## src/rtl/legup_call_pkg.sv

```systemverilog
// Shared types and defaults for the LegUp start/finish call initiator.
//   call_state_t     : initiator FSM state encoding
//   DEF_*            : default parameter values
//   timeout_enabled  : 1 when a nonzero WAIT timeout is configured
package legup_call_pkg;

  typedef enum logic [1:0] {
    IDLE = 2'd0,
    CALL = 2'd1,
    WAIT = 2'd2,
    DONE = 2'd3
  } call_state_t;

  localparam int DEF_DATA_W         = 32;
  localparam int DEF_TIMEOUT_CYCLES = 1024;
  localparam int DEF_CNT_W          = 16;

  function automatic bit timeout_enabled(input int timeout_cycles);
    return timeout_cycles != 0;
  endfunction

endpackage

```

## src/rtl/legup_call_timeout.sv

```systemverilog
// WAIT-state watchdog for the call initiator.
//   clk, reset : clock, async active-low reset
//   clear      : restart the count at 0 (driven while the call is issued)
//   enable     : count this cycle (driven while waiting for finish)
//   expired    : high in the cycle the count reaches TIMEOUT_CYCLES-1 while enabled
module legup_call_timeout
  import legup_call_pkg::*;
#(
  parameter int TIMEOUT_CYCLES = DEF_TIMEOUT_CYCLES
) (
  input  logic clk,
  input  logic reset,
  input  logic clear,
  input  logic enable,
  output logic expired
);

  localparam int TW = $clog2(TIMEOUT_CYCLES + 1);
  localparam logic [TW-1:0] LAST = TW'(TIMEOUT_CYCLES - 1);

  logic [TW-1:0] count;

  assign expired = enable && (count == LAST);

  always_ff @(posedge clk or negedge reset) begin
    if (!reset) begin
      count <= '0;
    end else if (clear) begin
      count <= '0;
    end else if (enable && !expired) begin
      count <= count + 1'b1;
    end
  end

endmodule

```

## src/rtl/legup_call_initiator.sv

```systemverilog
// Caller-side engine for the LegUp custom-Verilog start/finish protocol.
// Takes argument pairs from a valid/ready request port, pulses callee_start
// with registered arguments, waits for callee_finish (same cycle or later,
// optionally bounded by a timeout) and presents the return value on a
// valid/ready response port.
//   clk, reset                        : clock, async active-low reset
//   req_valid/req_ready/req_arg_i/j   : request handshake and arguments
//   callee_start/callee_arg_i/j       : call pulse and held arguments
//   callee_finish/callee_return_val   : completion and result from callee
//   rsp_valid/rsp_ready/rsp_data      : response handshake and result
//   rsp_timeout                       : response is a timeout (data is 0)
//   busy                              : a call is in progress
//   call_count                        : successful calls, wrapping
//
// state | meaning
// IDLE  | ready for a request
// CALL  | start pulse to callee; finish may arrive in this cycle
// WAIT  | waiting for finish or timeout expiry
// DONE  | response presented until rsp_ready
module legup_call_initiator
  import legup_call_pkg::*;
#(
  parameter int DATA_W         = DEF_DATA_W,
  parameter int TIMEOUT_CYCLES = DEF_TIMEOUT_CYCLES,
  parameter int CNT_W          = DEF_CNT_W
) (
  input  logic              clk,
  input  logic              reset,
  input  logic              req_valid,
  output logic              req_ready,
  input  logic [DATA_W-1:0] req_arg_i,
  input  logic [DATA_W-1:0] req_arg_j,
  output logic              callee_start,
  output logic [DATA_W-1:0] callee_arg_i,
  output logic [DATA_W-1:0] callee_arg_j,
  input  logic              callee_finish,
  input  logic [DATA_W-1:0] callee_return_val,
  output logic              rsp_valid,
  input  logic              rsp_ready,
  output logic [DATA_W-1:0] rsp_data,
  output logic              rsp_timeout,
  output logic              busy,
  output logic [CNT_W-1:0]  call_count
);

  call_state_t state, state_next;
  logic        expired;
  logic        accept;
  logic        capture;
  logic        expire;

  generate
    if (timeout_enabled(TIMEOUT_CYCLES)) begin : g_timeout
      legup_call_timeout #(.TIMEOUT_CYCLES(TIMEOUT_CYCLES)) u_timeout (
        .clk     (clk),
        .reset   (reset),
        .clear   (state == CALL),
        .enable  (state == WAIT),
        .expired (expired)
      );
    end else begin : g_no_timeout
      assign expired = 1'b0;
    end
  endgenerate

  assign busy = (state != IDLE);

  always_comb begin
    state_next   = state;
    req_ready    = 1'b0;
    callee_start = 1'b0;
    rsp_valid    = 1'b0;
    accept       = 1'b0;
    capture      = 1'b0;
    expire       = 1'b0;
    case (state)
      IDLE: begin
        req_ready = 1'b1;
        if (req_valid) begin
          accept     = 1'b1;
          state_next = CALL;
        end
      end
      CALL: begin
        callee_start = 1'b1;
        if (callee_finish) begin
          capture    = 1'b1;
          state_next = DONE;
        end else begin
          state_next = WAIT;
        end
      end
      WAIT: begin
        // finish takes priority over a coincident expiry
        if (callee_finish) begin
          capture    = 1'b1;
          state_next = DONE;
        end else if (expired) begin
          expire     = 1'b1;
          state_next = DONE;
        end
      end
      DONE: begin
        rsp_valid = 1'b1;
        if (rsp_ready) state_next = IDLE;
      end
      default: state_next = IDLE;
    endcase
  end

  always_ff @(posedge clk or negedge reset) begin
    if (!reset) begin
      state        <= IDLE;
      callee_arg_i <= '0;
      callee_arg_j <= '0;
      rsp_data     <= '0;
      rsp_timeout  <= 1'b0;
      call_count   <= '0;
    end else begin
      state <= state_next;
      if (accept) begin
        callee_arg_i <= req_arg_i;
        callee_arg_j <= req_arg_j;
      end
      if (capture) begin
        rsp_data    <= callee_return_val;
        rsp_timeout <= 1'b0;
        call_count  <= call_count + 1'b1;
      end else if (expire) begin
        rsp_data    <= '0;
        rsp_timeout <= 1'b1;
      end
    end
  end

endmodule

```

## config.mk

```make
export PLATFORM = sky130hd
export DESIGN_NAME = legup_call_initiator
export DESIGN_NICKNAME = d
export VERILOG_FILES = /design/src/rtl/legup_call_pkg.sv /design/src/rtl/legup_call_timeout.sv /design/src/rtl/legup_call_initiator.sv
export SDC_FILE = /design/constraint.sdc
export NUM_CORES = 1
export LEC_CHECK = 0
export ABC_AREA = 1
export BUFFER_PORTS_ARGS = -buffer_cell sky130_fd_sc_hd__buf_2
export CAP_MARGIN = 20
export CORE_MARGIN = 2
export CORE_UTILIZATION = 52
export DETAILED_ROUTE_END_ITERATION = 16
export PLACE_DENSITY = 0.85
export SYNTH_ARGS = -nofsm -noshare
export SYNTH_HDL_FRONTEND = slang
export SYNTH_HIERARCHICAL = 1
export SYNTH_SLANG_ARGS = --single-unit
```

## constraint.sdc

```tcl
create_clock -name clk -period 2.9 [get_ports clk]
set_clock_uncertainty 0.2 [all_clocks]
set_input_delay 0 -clock clk [delete_from_list [all_inputs] [get_ports clk]]
set_output_delay 0 -clock clk [all_outputs]
set_load 0.03 [all_outputs]
```

==> results of run 1 <==
==> layout make-up <==
type / instances / share of cell area
sequential: 126 / 0.358
timing repair buffer: 384 / 0.317
multi-input combinational: 326 / 0.227
clock buffer: 18 / 0.0475
tap: 136 / 0.0193
clock inverter: 14 / 0.0178
inverter: 31 / 0.0132
antenna: 2 / 0.000568
==> final timing paths <==
check	startpoint	slack, ns	end	cells past startpoint
setup / recovery	g_timeout.u_timeout/count[0]	0.30	rsp_data[13]	10
hold / removal	req_arg_j[29]	0.05	callee_arg_j[29]	3
setup reg to reg	g_timeout.u_timeout/count[0]	0.30	rsp_data[13]	10
hold reg to reg	callee_arg_i[1]	0.30	callee_arg_i[1]	1
max in group asynchronous	reset	1.74	callee_arg_i[16]	4
min in group asynchronous	reset	0.43	rsp_data[24]	4
==> report_power, final <==
part / total (uW) / internal (uW) / switching [uW] / leakage [uW]
clock network: 2110 / 1240 / 866 / 0.000281
registers: 3100 / 2520 / 575 / 0.00155
logic: 5120 / 1950 / 3160 / 0.00269
==> cell usage in the layout, fill, tap and decap left out, types with 4 or more instances in the layout <==
| master | synthesis | routed |
|---|---|---|
| a21oi_1 | 5 | 5 |
| buf_2 | 10 | 216 |
| buf_4 | 1 | 4 |
| clkbuf_16 | 0 | 16 |
| clkinv_4 | 0 | 4 |
| dfrtp_1 | 126 | 126 |
| dlygate4sd3_1 | 0 | 161 |
| ha_1 | 6 | 6 |
| inv_1 | 29 | 29 |
| inv_6 | 0 | 5 |
| mux2_2 | 64 | 64 |
| nand2_1 | 127 | 127 |
| nand2_2 | 5 | 5 |
| nand3_1 | 58 | 58 |
| nand4_1 | 4 | 4 |
| nor2_1 | 26 | 26 |
| o21ai_0 | 7 | 7 |
| xnor2_1 | 6 | 6 |
| xor2_1 | 4 | 4 |
==> registers in the layout (all words and copies together) (netlist names) <==
name                       flops
call_count                    16
state                          2
g_timeout.u_timeout/count     11
callee_arg_i                  32
rsp_timeout                    1
callee_arg_j                  32
rsp_data                      32
==> kinds of logic after synthesis <==
logic type               Yosys count  synth area share
AND/OR/NAND/NOR                  231             0.191
flip-flops                       126             0.583
multiplexers                      64             0.133
buffers and inverters             50            0.0488
AO/OA/AOI/OAI                     15            0.0143
XOR/XNOR                          10            0.0162
adder cells (fa/ha/maj)            6            0.0139
==> metrics by stage <==
stage	total power, uW	worst slack [ns]
CTS	9860	0.378
floorplan	5840	1.00
global route	10700	0.163
global placement	6860	0.890
finish	10300	0.301
detailed placement	7070	0.798
==> routing by layer <==
layer / global-route usage / wire length, um
met2: 0.688 / 10900
met5: 0 / 0
met4: 0.248 / 1330
met3: 0.0932 / 1400
met1: 0.383 / 6960
==> worst register-to-register path, stage by stage, from the launching register on <==
cell           delay (ns)
dfrtp_1              0.38
ha_1                 0.23
nand2_2              0.11
nor2_4               0.14
nand3_4              0.11
nor2_1               0.15
nand3_1              0.10
buf_4                0.26
nand3_1              0.15
nand2_1              0.06
dlygate4sd3_1        0.59
==> results.py, run 1 <==
metrics = {
    "outcome": {
        "run_status": "finished, final reports clean",
    },
    "placement": {
        "place_area_mm2": 0.00659,
        "portBuffers": 217,
        "dp_hpwl_um": 9730,
        "gp_congestion": 0.839,
        "place_inst": 841,
    },
    "synthesis": {
        "async_flop_share": 1.00,
        "synth_cell_types": 27,
        "ys.flop_type": "dfrtp_1",
        "synth_nets": 609,
        "yosysMostFrequentCell": "nand2_1",
        "yosysSeqAreaShare": 0.583,
        "synth_seq_cells": 126,
        "syn_inst": 502,
        "yosys-top-cells-count": "nand2_1 (127), dfrtp_1 (126), mux2_2 (64)",
        "yosys_warnings": 6,
        "syn_area_per_cell_um2": 10.8,
        "synth_top_area_frac": 0.583,
        "synth_area_leaders": "dfrtp_1 (58%), mux2_2 (13%), nand2_1 (8.8%)",
        "synth_top_area_cell": "dfrtp_1",
        "synth_edf_count": 0,
        "syn_area_mm2": 0.00541,
    },
    "detailed_routing": {
        "firstDrtPassIters": 5,
        "drtIter0Drc": 327,
        "route.detailed.drc": 0,
        "final_antenna_net_count": 0,
        "finalWirelength_um": 20600,
        "vias": 5560,
        "via_per_inst": 5.36,
        "wire_per_inst_um": 19.9,
    },
    "floorplan": {
        "core_mm2": 0.0102,
        "die_width_um": 106,
        "die_area_mm2": 0.0112,
        "fp.dieH_um": 106,
        "start_util": 0.529,
        "ioPinCount": 218,
        "num_rows": 37,
    },
    "global_routing": {
        "grt_max_degree": 69,
        "grt_pass1_vias": 5994,
        "grtUsageTotal": 0.378,
        "grt_pass1_wl_um": 32000,
        "grt-ovfl-total": 0,
        "antenna_found_initial": 2,
    },
    "sta": {
        "max_freq_mhz": 385,
        "rsz0062_at_grt": "no",
        "finalMaxSlewViolations": 0,
        "min_period_ns": 2.60,
        "hold_slack_ns": 0.0480,
        "relSlewSlack": 0.690,
        "hold_violations": 0,
        "worst_slew_pin_slew_ns": 0.463,
        "post-route-period-util": 0.896,
        "setup_viol": 0,
        "tns_ns": 0,
    },
    "setup_path": {
        "path_cells": "ha_1, nand2_2, nor2_4, nand3_4, nor2_1, nand3_1, buf_4, nand3_1, nand2_1, dlygate4sd3_1",
        "crit_path_end_kind": "flop",
        "worstSetupPathType": "flop to flop",
        "cpMostUsedCell": "nand3_1",
        "cp_max_fo": 33,
        "crit_family": "buffers and inverters",
        "critPathBufInv": 2,
        "worstPathRequired_ns": 3.09,
        "critical_path.max_stage_delay_ns": 0.59,
        "crit_slowest_cell": "dlygate4sd3_1",
        "worstSetupStartpointType": "flop",
        "arrival_ns": 2.79,
    },
    "clocking": {
        "clock_latency_ns": 0.52,
        "clk_path_buf_depth": 2,
        "cts_made_buffers": 17,
        "clock-sinks": 126,
        "clkTransAtPathRegs_ns": 0.07,
        "cts_resized": 0,
        "cts_setup_buffers": 0,
        "clockRootBuffer": "clkbuf_8",
        "hold_buffers": 162,
        "cts_tree": "built",
        "htreeDepth": 4,
    },
    "cells_and_area": {
        "seq_area_mm2": 0.00315,
        "n_fill_cell": 471,
        "area_delta_synth_final_pct": 62.7,
        "instances_no_fill": 1037,
        "multi_input_comb_area_mm2": 0.00200,
        "stdcell_area_mm2": 0.00880,
        "final_util": 0.861,
        "drive_gt1_frac": 0.369,
        "num-nets-final": 993,
    },
    "run": {
        "maxCapViolations": 0,
    },
    "power": {
        "p_leak_uw": 0.00452,
        "ir_drop_mv": 0.685,
        "cellPowerDensity_mw_per_mm2": 1170,
    },
    "min_path": {
        "holdCritPathClass": "input pin to flop",
    },
}
(Power assumes the default switching activity.)
==> run 2: changes to the inputs <==
ABC_AREA = default   (was 1)
CORE_UTILIZATION = 51   (was 52)
SETUP_SLACK_MARGIN = 0.5   (was default)
SKIP_CTS_REPAIR_TIMING = 1   (was default)
==> run 2 against run 1 <==
Hold slack got worse by 0.0035 ns. Sequential power decreased by 2%. Worst setup slack improved by 0.36 ns. Area after synthesis decreased by 4.7%. Clock power about the same. Cell area decreased by 9.1%. Clock-buffer cell count increased by 6. Cell count decreased by 20%. Power decreased by 7.6%. Global-route usage decreased by 14 points. Synthesized cell count decreased by 28%. Largest power group unchanged.
==> results.py, run 2 <==
metrics = {
    "global_routing": {
        "antenna_found_initial": 2,
        "grt-ovfl-total": 0,
        "grt_max_degree": 66,
        "grt_pass1_vias": 4030,
        "grtUsageTotal": 0.242,
        "grt_pass1_wl_um": 20600,
    },
    "setup_path": {
        "worstPathRequired_ns": 3.10,
        "cp_max_fo": 37,
        "worstSetupStartpointType": "flop",
        "worstSetupPathType": "flop to flop",
        "crit_path_end_kind": "flop",
        "arrival_ns": 2.44,
    },
    "sta": {
        "finalMaxSlewViolations": 0,
        "min_period_ns": 2.24,
        "post-route-period-util": 0.773,
        "hold_slack_ns": 0.0445,
        "setup_viol": 0,
        "hold_violations": 0,
        "relSlewSlack": 0.527,
        "tns_ns": 0,
        "worst_slew_pin_slew_ns": 0.710,
        "max_freq_mhz": 446,
        "rsz0062_at_grt": "no",
    },
    "synthesis": {
        "yosysSeqAreaShare": 0.611,
        "syn_area_per_cell_um2": 14.2,
        "yosys_warnings": 6,
        "yosysMostFrequentCell": "dfrtp_1",
        "synth_top_area_cell": "dfrtp_1",
        "ys.flop_type": "dfrtp_1",
        "synth_seq_cells": 126,
        "synth_area_leaders": "dfrtp_1 (61%), mux2_2 (14%), a22o_1 (5.4%)",
        "syn_area_mm2": 0.00516,
        "syn_inst": 363,
        "synth_cell_types": 50,
        "synth_nets": 470,
        "async_flop_share": 1.00,
        "synth_top_area_frac": 0.611,
        "yosys-top-cells-count": "dfrtp_1 (126), mux2_2 (66), a22o_1 (32)",
        "synth_edf_count": 0,
    },
    "min_path": {
        "holdCritPathClass": "input pin to flop",
    },
    "placement": {
        "place_area_mm2": 0.00638,
        "gp_congestion": 0.809,
        "portBuffers": 217,
        "dp_hpwl_um": 9050,
    },
    "detailed_routing": {
        "vias": 4557,
        "firstDrtPassIters": 5,
        "wire_per_inst_um": 20.8,
        "final_antenna_net_count": 0,
        "drtIter0Drc": 350,
        "route.detailed.drc": 0,
        "finalWirelength_um": 17300,
        "via_per_inst": 5.46,
    },
    "floorplan": {
        "fp.dieH_um": 105,
        "num_rows": 36,
        "ioPinCount": 218,
        "die_area_mm2": 0.0109,
        "core_mm2": 0.00977,
        "die_width_um": 105,
        "start_util": 0.528,
    },
    "clocking": {
        "clock_latency_ns": 0.52,
        "cts_made_buffers": 17,
        "htreeDepth": 4,
        "clock-sinks": 126,
        "clockRootBuffer": "clkbuf_8",
        "clkTransAtPathRegs_ns": 0.06,
        "clk_path_buf_depth": 2,
        "cts_tree": "built",
    },
    "cells_and_area": {
        "final_cell_mix": "buf_2 (216), dfrtp_1 (126), dlygate4sd3_1 (101)",
        "final_common_cell": "buf_2",
        "num-nets-final": 795,
        "area_delta_synth_final_pct": 55.1,
        "stdcell_area_mm2": 0.00800,
        "n_fill_cell": 483,
        "drive_gt1_frac": 0.474,
        "top_regs": "callee_arg_i (32), callee_arg_j (32), rsp_data (32)",
    },
    "power": {
        "ir_drop_mv": 0.879,
        "p_leak_uw": 0.00394,
        "cellPowerDensity_mw_per_mm2": 1190,
    },
    "outcome": {
        "run_status": "finished, final reports clean",
    },
    "run": {
        "maxCapViolations": 0,
    },
}
[run 2: worst paths after layout]
| kind | start | end | slack [ns] | cells after the start |
|---|---|---|---|---|
| max in group asynchronous | reset | state[1] | 1.30 | 4 |
| hold reg to reg | call_count[15] | call_count[15] | 0.27 | 1 |
| setup / recovery | state[0] | call_count[6] | 0.66 | 7 |
| min in group asynchronous | reset | callee_arg_i[8] | 0.44 | 3 |
| setup reg to reg | state[0] | call_count[6] | 0.66 | 7 |
| hold / removal | callee_return_val[2] | rsp_data[2] | 0.04 | 3 |
[run 2: routing by layer]
layer | up-vias | track usage | wire (um)
met1 | 2267 | 0.274 | 6030
met2 | 235 | 0.428 | 9300
met3 | 66 | 0.0711 | 1130
met5 | - | 0 | 0
met4 | 0 | 0.100 | 872
li1 | 1989 | - | -
[run 2: power by group]
group	internal (uW)	switching (uW)	total [uW]
Sequential	2520	524	3050
Combinational	1530	2810	4340
Clock	1390	751	2140
Total	5440	4090	9530
[run 2: area by class of cell]
type                       instances  area (um2)  area share
antenna                            2        5.00    0.000625
timing repair buffer             324        2170       0.271
clock inverter                     6         108      0.0134
clock buffer                      24         480      0.0600
multi-input combinational        210        1890       0.236
inverter                           9        33.8     0.00422
tap                              133         166      0.0208
sequential                       126        3150       0.394
[run 2: metrics by stage]
stage                     utilization  cells  power, uW  worst slack (ns)
final                           0.819    834       9530             0.660
after global routing            0.819    834       9920             0.535
after CTS                       0.713    731       9210             0.477
after detailed placement        0.653    701       7050             0.524
after global placement          0.653    701       6890             0.635
after floorplan                     -    363       5830             0.573
[run 2: logic make-up after synthesis]
kind of cell | share of synthesized area
and+or+nand+nor | 0.0771
xor gates and xnor gates | 0.0255
DFF | 0.611
buffers and inverters | 0.0276
muxes | 0.149
AOI/OAI and AO/OA | 0.0948
adders and majority gates | 0.0146
[run 2: worst max-delay path: stages (launching register included)]
cell	delay [ns]
dfrtp_1	0.39
inv_1	0.09
ha_1	0.35
and2_2	0.18
buf_4	0.38
and3_1	0.26
nand3_1	0.11
xnor2_1	0.15
==> run 3: changes to the inputs <==
CORE_UTILIZATION = 48   (was 51)
PLACE_DENSITY = 0.8   (was 0.85)
clock period = 2.3 ns   (was 2.9 ns; I/O delays follow)
==> run 3 against run 2 <==
Hold slack worse by 0.0011 ns. Critical path depth stayed put. Register-to-register slack worse by 0.47 ns. Critical endpoint is now call_count[11]. Combinational power is 36% higher. Worst setup slack worse by 0.47 ns. Sequential power is 26% higher. Largest power group unchanged. First-iteration DRC count is 26% lower. Sequential share of layout area is 1.8 points lower.
==> results.py, run 3 (synthesized netlist as in run 2, its figures left out) <==
metrics = {
    "outcome": {
        "run_status": "finished, final reports clean",
    },
    "floorplan": {
        "fp.dieH_um": 108,
        "ioPinCount": 218,
        "die_area_mm2": 0.0116,
        "core_mm2": 0.0104,
        "die_width_um": 108,
        "num_rows": 37,
        "start_util": 0.497,
    },
    "power": {
        "cellPowerDensity_mw_per_mm2": 1480,
        "fin_total_pwr_uw": 12400,
        "ir_drop_mv": 0.848,
        "p_leak_uw": 0.00408,
    },
    "setup_path": {
        "r2r_end": "call_count[11]",
        "critPathLaunch": "state[0]",
        "r2r_cells": 7,
        "cp_max_fo": 5,
        "crit_end": "call_count[11]",
        "worstSetupPathType": "flop to flop",
        "worstPathRequired_ns": 2.51,
        "worstSetupStartpointType": "flop",
        "arrival_ns": 2.32,
        "r2r_slack_ns": 0.19,
        "crit_path_end_kind": "flop",
        "r2r-start": "state[0]",
    },
    "clocking": {
        "htreeDepth": 4,
        "clock-sinks": 126,
        "clockRootBuffer": "clkbuf_8",
        "cts_made_buffers": 17,
        "clk_path_buf_depth": 2,
        "cts_tree": "built",
        "clock_latency_ns": 0.51,
        "clkTransAtPathRegs_ns": 0.06,
    },
    "detailed_routing": {
        "wire_per_inst_um": 20.1,
        "firstDrtPassIters": 4,
        "vias": 4589,
        "finalWirelength_um": 17300,
        "route.detailed.drc": 0,
        "drtIter0Drc": 258,
        "via_per_inst": 5.35,
        "final_antenna_net_count": 0,
    },
    "sta": {
        "hold_violations": 0,
        "worst_slew_pin_slew_ns": 0.497,
        "setup_viol": 0,
        "max_freq_mhz": 474,
        "post-route-period-util": 0.917,
        "tns_ns": 0,
        "rsz0062_at_grt": "yes",
        "min_period_ns": 2.11,
        "relSlewSlack": 0.664,
        "finalMaxSlewViolations": 0,
    },
    "cells_and_area": {
        "final_cell_mix": "buf_2 (215), dfrtp_1 (123), dlygate4sd3_1 (101)",
        "seq_area_mm2": 0.00316,
        "top_regs": "callee_arg_i (32), callee_arg_j (32), rsp_data (32)",
        "multi_input_comb_area_mm2": 0.00203,
        "final_common_cell": "buf_2",
        "num-nets-final": 815,
        "n_fill_cell": 532,
        "area_delta_synth_final_pct": 62.9,
        "drive_gt1_frac": 0.515,
    },
    "global_routing": {
        "grt_max_degree": 66,
        "grt_pass1_vias": 3964,
        "grt_pass1_wl_um": 19300,
        "antenna_found_initial": 1,
        "grt-ovfl-total": 0,
        "grtUsageTotal": 0.215,
    },
    "run": {
        "maxCapViolations": 0,
    },
    "placement": {
        "portBuffers": 217,
        "dp_hpwl_um": 8940,
        "gp_congestion": 0.907,
    },
    "min_path": {
        "holdCritPathClass": "input pin to flop",
    },
}
run 3: how the worst min path moves through the flow:
stage	startpoint	to	slack, ns	depth (start not counted)
after floorplan	reset	call_count[0]	-0.50	0
after global placement	reset	rsp_data[14]	-0.24	1
after detailed placement	reset	rsp_data[18]	-0.23	1
after CTS	reset	rsp_data[18]	-0.78	1
after global routing	callee_return_val[14]	rsp_data[14]	0.03	3
final	callee_return_val[24]	rsp_data[24]	0.04	3
run 3: layout make-up:
cell class,count,area share
diodes,1,0.000298
clock buffers,22,0.0539
clock inverters,10,0.0162
inverters,9,0.00402
multi-input cells,210,0.241
flip-flops and latches,126,0.376
well taps,136,0.0202
repair buffers,344,0.288
run 3: through the flow:
step / std cells / utilization / hold slack [ns] / setup slack [ns] / instance area [um2]
6_report: 858 / 0.811 / 0.0434 / 0.191 / 8410
5_1_grt: 858 / 0.811 / 0.0313 / 0.150 / 8410
4_1_cts: 737 / 0.678 / -0.784 / 0.200 / 7030
3_5_place_dp: 705 / 0.621 / -0.227 / 0.191 / 6440
3_3_place_gp: 705 / 0.621 / -0.237 / 0.319 / 6440
2_1_floorplan: 363 / - / -0.496 / 0.399 / 5220
run 3: power breakdown:
group | total, uW | internal, uW | leakage, uW | switching [uW]
logic | 5920 | 2300 | 0.00225 | 3620
registers | 3840 | 3190 | 0.00155 | 658
clock network | 2670 | 1710 | 0.000281 | 967
total | 12400 | 7190 | 0.00408 | 5240
run 3: metal layers:
| layer | routed length (um) | up-vias | GRT usage |
|---|---|---|---|
| li1 | - | 2029 | - |
| met4 | 501 | 0 | 0.0861 |
| met1 | 6330 | 2290 | 0.248 |
| met2 | 9130 | 227 | 0.374 |
| met5 | 0 | - | 0 |
| met3 | 1320 | 43 | 0.0636 |
run 3: critical path, stage by stage (launching register included):
cell and delay (ns):
dfrtp_1 0.38, inv_2 0.07, buf_4 0.14, ha_4 0.29, nand4_4 0.13, nor3_4 0.31, nand4_1 0.21, xnor2_1 0.27
